[src/rtl/fifo_axis_reader_if.sv]
// fifo_axis_reader_if: FIFO-side and AXI-Stream-side signals of the reader; master = reader, slave = environment
interface fifo_axis_reader_if #(
  parameter int DATA_WIDTH = 32
);
  logic                  fifo_empty_i;
  logic [DATA_WIDTH-1:0] fifo_data_i;
  logic                  fifo_rd_en_o;
  logic [DATA_WIDTH-1:0] m_axis_tdata_o;
  logic                  m_axis_tvalid_o;
  logic                  m_axis_tready_i;
  logic                  m_axis_tlast_o;
  modport master (
    input  fifo_empty_i, fifo_data_i, m_axis_tready_i,
    output fifo_rd_en_o, m_axis_tdata_o, m_axis_tvalid_o, m_axis_tlast_o
  );
  modport slave (
    output fifo_empty_i, fifo_data_i, m_axis_tready_i,
    input  fifo_rd_en_o, m_axis_tdata_o, m_axis_tvalid_o, m_axis_tlast_o
  );
endinterface

[src/rtl/fifo_axis_reader.sv]
// fifo_axis_reader: FWFT FIFO to AXI-Stream with 2-entry skid buffer; FIFO_AXIS_TLAST_EN adds packet tlast generation
module fifo_axis_reader #(
  parameter int DATA_WIDTH    = 32,
  parameter int PKT_LEN_WIDTH = 16
) (
  input  logic                     clk_i,
  input  logic                     a_rst_n_i,
  input  logic                     enable_i,
  input  logic [PKT_LEN_WIDTH-1:0] pkt_len_i,
  output logic                     busy_o,
  fifo_axis_reader_if.master       bus
);
  logic [1:0]            cnt_q, cnt_d;
  logic [DATA_WIDTH-1:0] head_q, head_d, skid_q, skid_d;
  logic                  valid, rd, pop;
  assign valid = cnt_q != 2'd0;
  assign rd    = a_rst_n_i && enable_i && !bus.fifo_empty_i && (cnt_q != 2'd2);
  assign pop   = valid && bus.m_axis_tready_i;
  assign bus.fifo_rd_en_o    = rd;
  assign bus.m_axis_tdata_o  = head_q;
  assign bus.m_axis_tvalid_o = valid;
  assign busy_o              = valid;
  // Occupancy and buffer steering: head takes the incoming word unless it must hold, skid refills head on pop
  always_comb begin
    cnt_d  = cnt_q + {1'b0, rd} - {1'b0, pop};
    head_d = (cnt_q == 2'd2) ? (pop ? skid_q : head_q) :
             (cnt_q == 2'd1 && !pop) ? head_q : bus.fifo_data_i;
    skid_d = (cnt_q == 2'd1 && rd && !pop) ? bus.fifo_data_i : skid_q;
  end
  // Occupancy register; the only buffer state that needs reset
  always_ff @(posedge clk_i or negedge a_rst_n_i) begin
    if (!a_rst_n_i) cnt_q <= 2'd0;
    else            cnt_q <= cnt_d;
  end
  // Data registers are meaningless while empty, so they carry no reset
  always_ff @(posedge clk_i) begin
    head_q <= head_d;
    skid_q <= skid_d;
  end
`ifdef FIFO_AXIS_TLAST_EN
  logic [PKT_LEN_WIDTH-1:0] beat_q, beat_d, len_q, len_d, eff_len, last_idx;
  logic                     last;
  // Packet position tracking; length is taken live on the first beat and latched for the rest
  always_comb begin
    eff_len  = (beat_q == '0) ? pkt_len_i : len_q;
    last_idx = (eff_len == '0) ? '0 : eff_len - PKT_LEN_WIDTH'(1);
    last     = valid && (beat_q == last_idx);
    beat_d   = pop ? (last ? '0 : beat_q + PKT_LEN_WIDTH'(1)) : beat_q;
    len_d    = (pop && beat_q == '0) ? pkt_len_i : len_q;
  end
  // Beat counter and latched packet length
  always_ff @(posedge clk_i or negedge a_rst_n_i) begin
    if (!a_rst_n_i) begin
      beat_q <= '0;
      len_q  <= '0;
    end else begin
      beat_q <= beat_d;
      len_q  <= len_d;
    end
  end
  assign bus.m_axis_tlast_o = last;
`else
  logic unused_pkt_len;
  assign unused_pkt_len     = ^pkt_len_i;
  assign bus.m_axis_tlast_o = 1'b0;
`endif
endmodule

[src/flat_wrapper.sv]
// flat-port wrapper written by rule: the top's interface ports become plain ports
module fifo_axis_reader_flat 
#(
  parameter int DATA_WIDTH    = 32,
  parameter int PKT_LEN_WIDTH = 16
)
  (clk_i, a_rst_n_i, enable_i, pkt_len_i, busy_o, bus_fifo_empty_i, bus_fifo_data_i, bus_m_axis_tready_i, bus_fifo_rd_en_o, bus_m_axis_tdata_o, bus_m_axis_tvalid_o, bus_m_axis_tlast_o);
  fifo_axis_reader_if #(.DATA_WIDTH(DATA_WIDTH)) bus_i ();
  input  logic clk_i;
  input  logic a_rst_n_i;
  input  logic enable_i;
  input  logic [PKT_LEN_WIDTH-1:0] pkt_len_i;
  output logic busy_o;
  input wire logic [$bits(bus_i.fifo_empty_i)-1:0] bus_fifo_empty_i;
  input wire logic [$bits(bus_i.fifo_data_i)-1:0] bus_fifo_data_i;
  input wire logic [$bits(bus_i.m_axis_tready_i)-1:0] bus_m_axis_tready_i;
  output wire logic [$bits(bus_i.fifo_rd_en_o)-1:0] bus_fifo_rd_en_o;
  output wire logic [$bits(bus_i.m_axis_tdata_o)-1:0] bus_m_axis_tdata_o;
  output wire logic [$bits(bus_i.m_axis_tvalid_o)-1:0] bus_m_axis_tvalid_o;
  output wire logic [$bits(bus_i.m_axis_tlast_o)-1:0] bus_m_axis_tlast_o;
  assign bus_i.fifo_empty_i = bus_fifo_empty_i;
  assign bus_i.fifo_data_i = bus_fifo_data_i;
  assign bus_i.m_axis_tready_i = bus_m_axis_tready_i;
  assign bus_fifo_rd_en_o = bus_i.fifo_rd_en_o;
  assign bus_m_axis_tdata_o = bus_i.m_axis_tdata_o;
  assign bus_m_axis_tvalid_o = bus_i.m_axis_tvalid_o;
  assign bus_m_axis_tlast_o = bus_i.m_axis_tlast_o;
  fifo_axis_reader #(.DATA_WIDTH(DATA_WIDTH), .PKT_LEN_WIDTH(PKT_LEN_WIDTH)) u_core (.clk_i(clk_i), .a_rst_n_i(a_rst_n_i), .enable_i(enable_i), .pkt_len_i(pkt_len_i), .busy_o(busy_o), .bus(bus_i));
endmodule
[config.mk]
export PLATFORM = sky130hd
export DESIGN_NAME = fifo_axis_reader_flat
export DESIGN_NICKNAME = d
export VERILOG_FILES = /design/src/rtl/fifo_axis_reader_if.sv /design/src/rtl/fifo_axis_reader.sv /design/src/flat_wrapper.sv
export SDC_FILE = /design/constraint.sdc
export NUM_CORES = 1
export LEC_CHECK = 0
export ABC_CLOCK_PERIOD_IN_PS = 4960
export CORE_MARGIN = 10
export CORE_UTILIZATION = 38
export CTS_CLUSTER_SIZE = 25
export DETAILED_ROUTE_END_ITERATION = 10
export PLACE_DENSITY = 0.77
export SLEW_MARGIN = 5
export SYNTH_ARGS = -nofsm -noshare
export SYNTH_HDL_FRONTEND = slang
export SYNTH_SLANG_ARGS = --single-unit
[constraint.sdc]
create_clock -name clk_i -period 4.96 [get_ports clk_i]
set_input_delay 0.992 -clock clk_i [delete_from_list [all_inputs] [get_ports clk_i]]
set_output_delay 0.992 -clock clk_i [all_outputs]
set_load 0.02 [all_outputs]
==> results of run 1 <==
[routing by layer]
layer  vias up  GRT usage, %  part of all wire, %
li1        634             -                    -
met1       627          11.4                   47
met2        61          13.0                   44
met3         7          3.97                  7.8
met4         0          4.17                 0.89
met5         -             0                    0
[state kept, by name, summed over array words and instances, names as in the netlist]
signal,flops
u_core.bus.m_axis_tdata_o,32
u_core.cnt_q,2
u_core.skid_q,32
[stage by stage]
stage                     total power [mW]  hold slack, ns  cell area, µm²
after global routing                  2.05           0.555            3600
after global placement                1.60           0.529            3440
after floorplan                       1.34           0.523            2660
after detailed placement              1.62           0.535            3440
final                                 1.96           0.547            3600
after CTS                             1.99           0.544            3600
[cell usage after synthesis, drive strengths merged]
cell type and n:
dfrtp 2, buf 6, mux2 32, xnor2 1, nand3b 1, nor2b 1
and4b 1, o21ai 2, nor3b 1, o211a 1, inv 1, nand2 1
ha 1, conb 1, a211oi 1, edfxtp 64, or2 1, a31oi 1
nor2 1, and4 1, and2b 1
[critical path: stages]
cell and delay, ns:
sky130_fd_sc_hd__clkdlybuf4s50_1 0.54, sky130_fd_sc_hd__nand3b_1 0.17, sky130_fd_sc_hd__nor2_1 0.19, sky130_fd_sc_hd__clkdlybuf4s50_1 0.64
[how the worst min path moves through the flow]
stage | cells after the start | startpoint | slack [ns] | to
floorplan | 1 | u_core.skid_q[0]$_DFFE_PP_ | 0.52 | u_core.bus.m_axis_tdata_o[0]$_DFFE_PP_
global placement | 1 | u_core.skid_q[1]$_DFFE_PP_ | 0.53 | u_core.bus.m_axis_tdata_o[1]$_DFFE_PP_
detailed placement | 1 | u_core.skid_q[29]$_DFFE_PP_ | 0.53 | u_core.bus.m_axis_tdata_o[29]$_DFFE_PP_
CTS | 1 | u_core.skid_q[29]$_DFFE_PP_ | 0.54 | u_core.bus.m_axis_tdata_o[29]$_DFFE_PP_
global route | 1 | u_core.skid_q[14]$_DFFE_PP_ | 0.56 | u_core.bus.m_axis_tdata_o[14]$_DFFE_PP_
finish | 1 | u_core.skid_q[29]$_DFFE_PP_ | 0.55 | u_core.bus.m_axis_tdata_o[29]$_DFFE_PP_
[report_power, final]
| group | internal [mW] | switching, mW |
|---|---|---|
| Combinational | 0.390 | 0.371 |
| Clock | 0.177 | 0.192 |
| Sequential | 0.788 | 0.0396 |
| Total | 1.36 | 0.602 |
[layout make-up]
class | instances | area [µm²]
multi-input combinational | 49 | 617
timing repair buffer | 73 | 726
clock inverter | 6 | 33.8
inverter | 1 | 3.75
tap | 96 | 120
fill | 572 | 3190
clock buffer | 10 | 128
sequential | 66 | 1970
[cells by family after synthesis]
group	share of synthesized area (%)
multiplexers	17.6
adder cells (fa/ha/maj)	0.470
other	0.141
buffers and inverters	3.38
XOR/XNOR	0.329
flip-flops	74.1
AND/OR/NAND/NOR	2.73
AO/OA/AOI/OAI	1.27
[cells in the final DEF (no fill, tap or decap), drive strengths merged, types with 2 or more instances in the layout]
master and instances:
edfxtp 64, buf 2, clkinv 5, clkbuf 10, clkdlybuf4s50 71, mux2 32
dfrtp 2, o21ai 2
==> results_dict.tcl, run 1 <==
set metrics [dict create \
    core_region_area_um2 6790 \
    cp-end-kind "primary output" \
    synth-seq-area-share_pct 74.1 \
    worst_setup_sp "a_rst_n_i" \
    final_critical_path_setup_slack_ns 1.44 \
    cts_repair_resize_count 0 \
    crit_required_ns 3.97 \
    grt_overflow_total 0 \
    ys_top_cells_by_area "sky130_fd_sc_hd__edfxtp_1 (72%), sky130_fd_sc_hd__mux2_4 (16%), sky130_fd_sc_hd__buf_12 (2.3%)" \
    place_worst_setup_slack_ns 1.44 \
    dp.cells 285 \
    fin_nets 254 \
    worst-setup-path-type "in -> out" \
    tritoncts.num_buffers 9 \
    cts.clk_slew.worst_paths_ns 0.07 \
    core.rowCount 30 \
    holdCritPathClass "reg -> reg" \
    cts_post_setup_buffers_inserted 0 \
    period_needed_ns 3.52 \
    cp.arrival_ns 2.53 \
    tns_ns 0 \
    ff2ff_setup_slack_ns 2.82 \
    timing_max_transition_violations_final 0 \
    vdd.ir_drop.worst_mv 0.258 \
    number_of_global_route_vias_before_repair 1380 \
    route.vias.total 1329 \
    p_leak_nw 1.30 \
    slew-limit-headroom_pct 31.5 \
    die_height_um 104 \
    setup-violations-final 0 \
    post-route-period-util_pct 71.1 \
    timing.fmax_mhz 284 \
    worstReg2RegEnd "u_core.bus.m_axis_tdata_o[12]$_DFFE_PP_" \
    drt.antenna.violating_nets 0 \
    largest_net_degree_at_the_start_of_global_routing 35 \
    mappedNetlistNets 176 \
    cts_tree "yes" \
    finish.utilization_pct 53.0 \
    number_of_cells_on_the_worst_reg_to_reg_path 3 \
    final_cell_count_no_fill 301 \
    drt-initial-drc-count 23 \
    timing.critical_path.fanout_max 4 \
    floorplan.die.width_um 104 \
    unrepaired_setup_endpoints_after_global_routing "no" \
    detailedPlacementHpwl_um 3540 \
    synthesis.area_um2 2660 \
    maxCapViolations 0 \
    ys_seq_elements 66 \
    cts.sinks 66 \
    cts_htree_levels 3 \
    first_pass_grt_wire_length_um 7730 \
    hold_viol_final 0 \
    portBuffers 71 \
    synthDominantCellAreaShare_pct 72.2 \
    grt_antenna_before_repair 0 \
    finalWirelength_um 4940 \
    layout-drive-gt1-share_pct 25.9 \
    cts_root_buf "sky130_fd_sc_hd__clkbuf_8" \
    areaGrowthSynthToFinish_pct 35.2 \
    worst_margin_pin_slew_ns 1.02 \
    synth-warning-count 0 \
    initial_utilization_pct 39.2 \
    critical_path.reg2reg.startpoint "u_core.cnt_q[1]$_DFF_PN0_" \
    grt_usage_pct 9.05 \
    timing.clock.skew_ns 0.00477 \
    hold_buffer_count_at_cts 0 \
    gp_congestion 0.710 \
    netlist-cell-type-count 24 \
    power_per_cell_area_nw_per_um2 544 \
    synth_cells 122 \
    design.die.area_um2 10800 \
    cell_taking_the_most_area_after_synthesis "sky130_fd_sc_hd__edfxtp_1" \
    detailedRoute.firstPassIterationCount 4 \
    route.detailed.wl_per_inst_um 16.4 \
    drt-vias-per-instance 4.42 \
    detail_route.drc_violations 0 \
    outcome "finished clean" \
    setup.worst_path.start_class "input port" \
    io_pins 89 \
    synth_area_per_cell_um2 21.8 \
    cp-endpoint "bus_fifo_rd_en_o" \
    clock_insertion_delay_worst_skew_ns 0.32 \
    antennaDiodeCount 0 \
    clock_path_buffers 2 \
]
Power figures use the tool's default switching activity.
==> run 2: changes to the inputs <==
ABC_CLOCK_PERIOD_IN_PS = 3250   (was 4960)
clock period = 3.25 ns   (was 4.96 ns; I/O delays follow)
==> results_dict.tcl, run 2 (same netlist as run 1, synthesis figures left out) <==
set metrics [dict create \
    outcome "finished clean" \
    first_pass_grt_wire_length_um 7960 \
    detail_route.drc_violations 0 \
    layout-drive-gt1-share_pct 27.5 \
    grt_overflow_total 0 \
    timing.fmax_mhz 345 \
    layout.cells.most_common "sky130_fd_sc_hd__clkdlybuf4s50_1" \
    holdCritPathClass "in -> async" \
    path_common_cell "sky130_fd_sc_hd__clkdlybuf4s50_1" \
    initial_utilization_pct 39.2 \
    tritoncts.num_buffers 9 \
    io_pins 89 \
    clock_insertion_delay_worst_skew_ns 0.32 \
    cp.buffers_inverters 2 \
    hold_slack_final_ns 0.508 \
    critical_path.cell_chain "clkdlybuf4s50_1, nand3b_1, nor2_1, clkdlybuf4s50_1" \
    crit_required_ns 2.60 \
    drt.antenna.violating_nets 0 \
    cts_htree_levels 3 \
    route.vias.total 1351 \
    p_leak_nw 1.35 \
    setup-violations-final 0 \
    hold_buffer_count_at_cts 0 \
    grt_util_met2_pct 13.6 \
    drt-vias-per-instance 4.46 \
    cp-end-kind "primary output" \
    cp.arrival_ns 2.25 \
    die_height_um 104 \
    worst_path_dominant_cell_family "buffers and inverters" \
    cts_tree "yes" \
    worst_margin_pin_slew_ns 0.615 \
    cts_post_setup_buffers_inserted 0 \
    finalWirelength_um 4950 \
    fin_nets 256 \
    final_critical_path_setup_slack_ns 0.352 \
    grt_antenna_before_repair 0 \
    worst-setup-path-type "in -> out" \
    gr_layer_usage_met3_pct 4.58 \
    cts.clk_slew.worst_paths_ns 0.07 \
    gp_congestion 0.698 \
    hold_viol_final 0 \
    slowest_stage_cell_cp "sky130_fd_sc_hd__clkdlybuf4s50_1" \
    antennaDiodeCount 0 \
    clock_path_buffers 2 \
    floorplan.die.width_um 104 \
    core.rowCount 30 \
    largest_net_degree_at_the_start_of_global_routing 34 \
    power_per_cell_area_nw_per_um2 878 \
    timing.clock.skew_ns 0.00558 \
    place_worst_setup_slack_ns 0.345 \
    setup.worst_path.start_class "input port" \
    route.detailed.wl_per_inst_um 16.3 \
    number_of_global_route_vias_before_repair 1440 \
    unrepaired_setup_endpoints_after_global_routing "no" \
    globalRoute.busiestLayer "met2" \
    global_route_track_usage_on_met1_pct 11.6 \
    maxCapViolations 0 \
    timing.critical_path.fanout_max 4 \
    cts_repair_resize_count 0 \
    cts.sinks 66 \
    timing_max_transition_violations_final 0 \
    period_needed_ns 2.90 \
    areaGrowthSynthToFinish_pct 39.0 \
    cts_root_buf "sky130_fd_sc_hd__clkbuf_8" \
    detailedRoute.firstPassIterationCount 4 \
    grt_usage_pct 9.31 \
    layout_common_cells "sky130_fd_sc_hd__clkdlybuf4s50_1 (71), sky130_fd_sc_hd__edfxtp_1 (64), sky130_fd_sc_hd__mux2_4 (29)" \
    post-route-period-util_pct 89.2 \
    detailedPlacementHpwl_um 3550 \
    finish.utilization_pct 54.5 \
    design.die.area_um2 10800 \
    tns_ns 0 \
    core_region_area_um2 6790 \
    portBuffers 71 \
    slew-limit-headroom_pct 59.0 \
    vdd.ir_drop.worst_mv 0.599 \
    drt-initial-drc-count 50 \
    max_stage_delay_ns 0.64 \
]
run 2: worst paths after layout:
check,from,to,slack [ns],depth (start not counted)
hold reg to reg,u_core.skid_q[1]$_DFFE_PP_,u_core.bus.m_axis_tdata_o[1]$_DFFE_PP_,0.55,1
setup / recovery,a_rst_n_i,bus_fifo_rd_en_o,0.35,4
setup reg to reg,u_core.cnt_q[1]$_DFF_PN0_,u_core.bus.m_axis_tdata_o[16]$_DFFE_PP_,1.42,4
min in group clk_i,u_core.skid_q[1]$_DFFE_PP_,u_core.bus.m_axis_tdata_o[1]$_DFFE_PP_,0.55,1
hold / removal,a_rst_n_i,u_core.cnt_q[1]$_DFF_PN0_,0.51,1
max in group asynchronous,a_rst_n_i,u_core.cnt_q[0]$_DFF_PN0_,2.59,1
run 2: area by class of cell:
cell class / count / area [µm²]
Tap cell: 96 / 120
Inverter: 1 / 3.75
Fill cell: 536 / 3090
Sequential cell: 66 / 1970
Multi-Input combinational cell: 49 / 623
Timing Repair Buffer: 75 / 741
Clock inverter: 7 / 118
Clock buffer: 9 / 124
run 2: metal layers:
metal,wire length (µm),vias to the layer above
met4,9,0
met3,361,2
met1,2330,662
met5,0,-
met2,2250,52
li1,-,635
run 2: metrics by stage:
step,power [mW],std cells,cell area [µm²]
after floorplan,2.05,122,2670
after global placement,2.45,287,3460
after detailed placement,2.47,287,3460
after CTS,3.29,303,3700
after global routing,3.40,303,3700
final,3.25,303,3700
run 2: power breakdown:
group          internal (mW)  switching [mW]
clock                  0.508           0.304
combinational          0.605           0.565
sequential              1.20          0.0660
total                   2.31           0.935
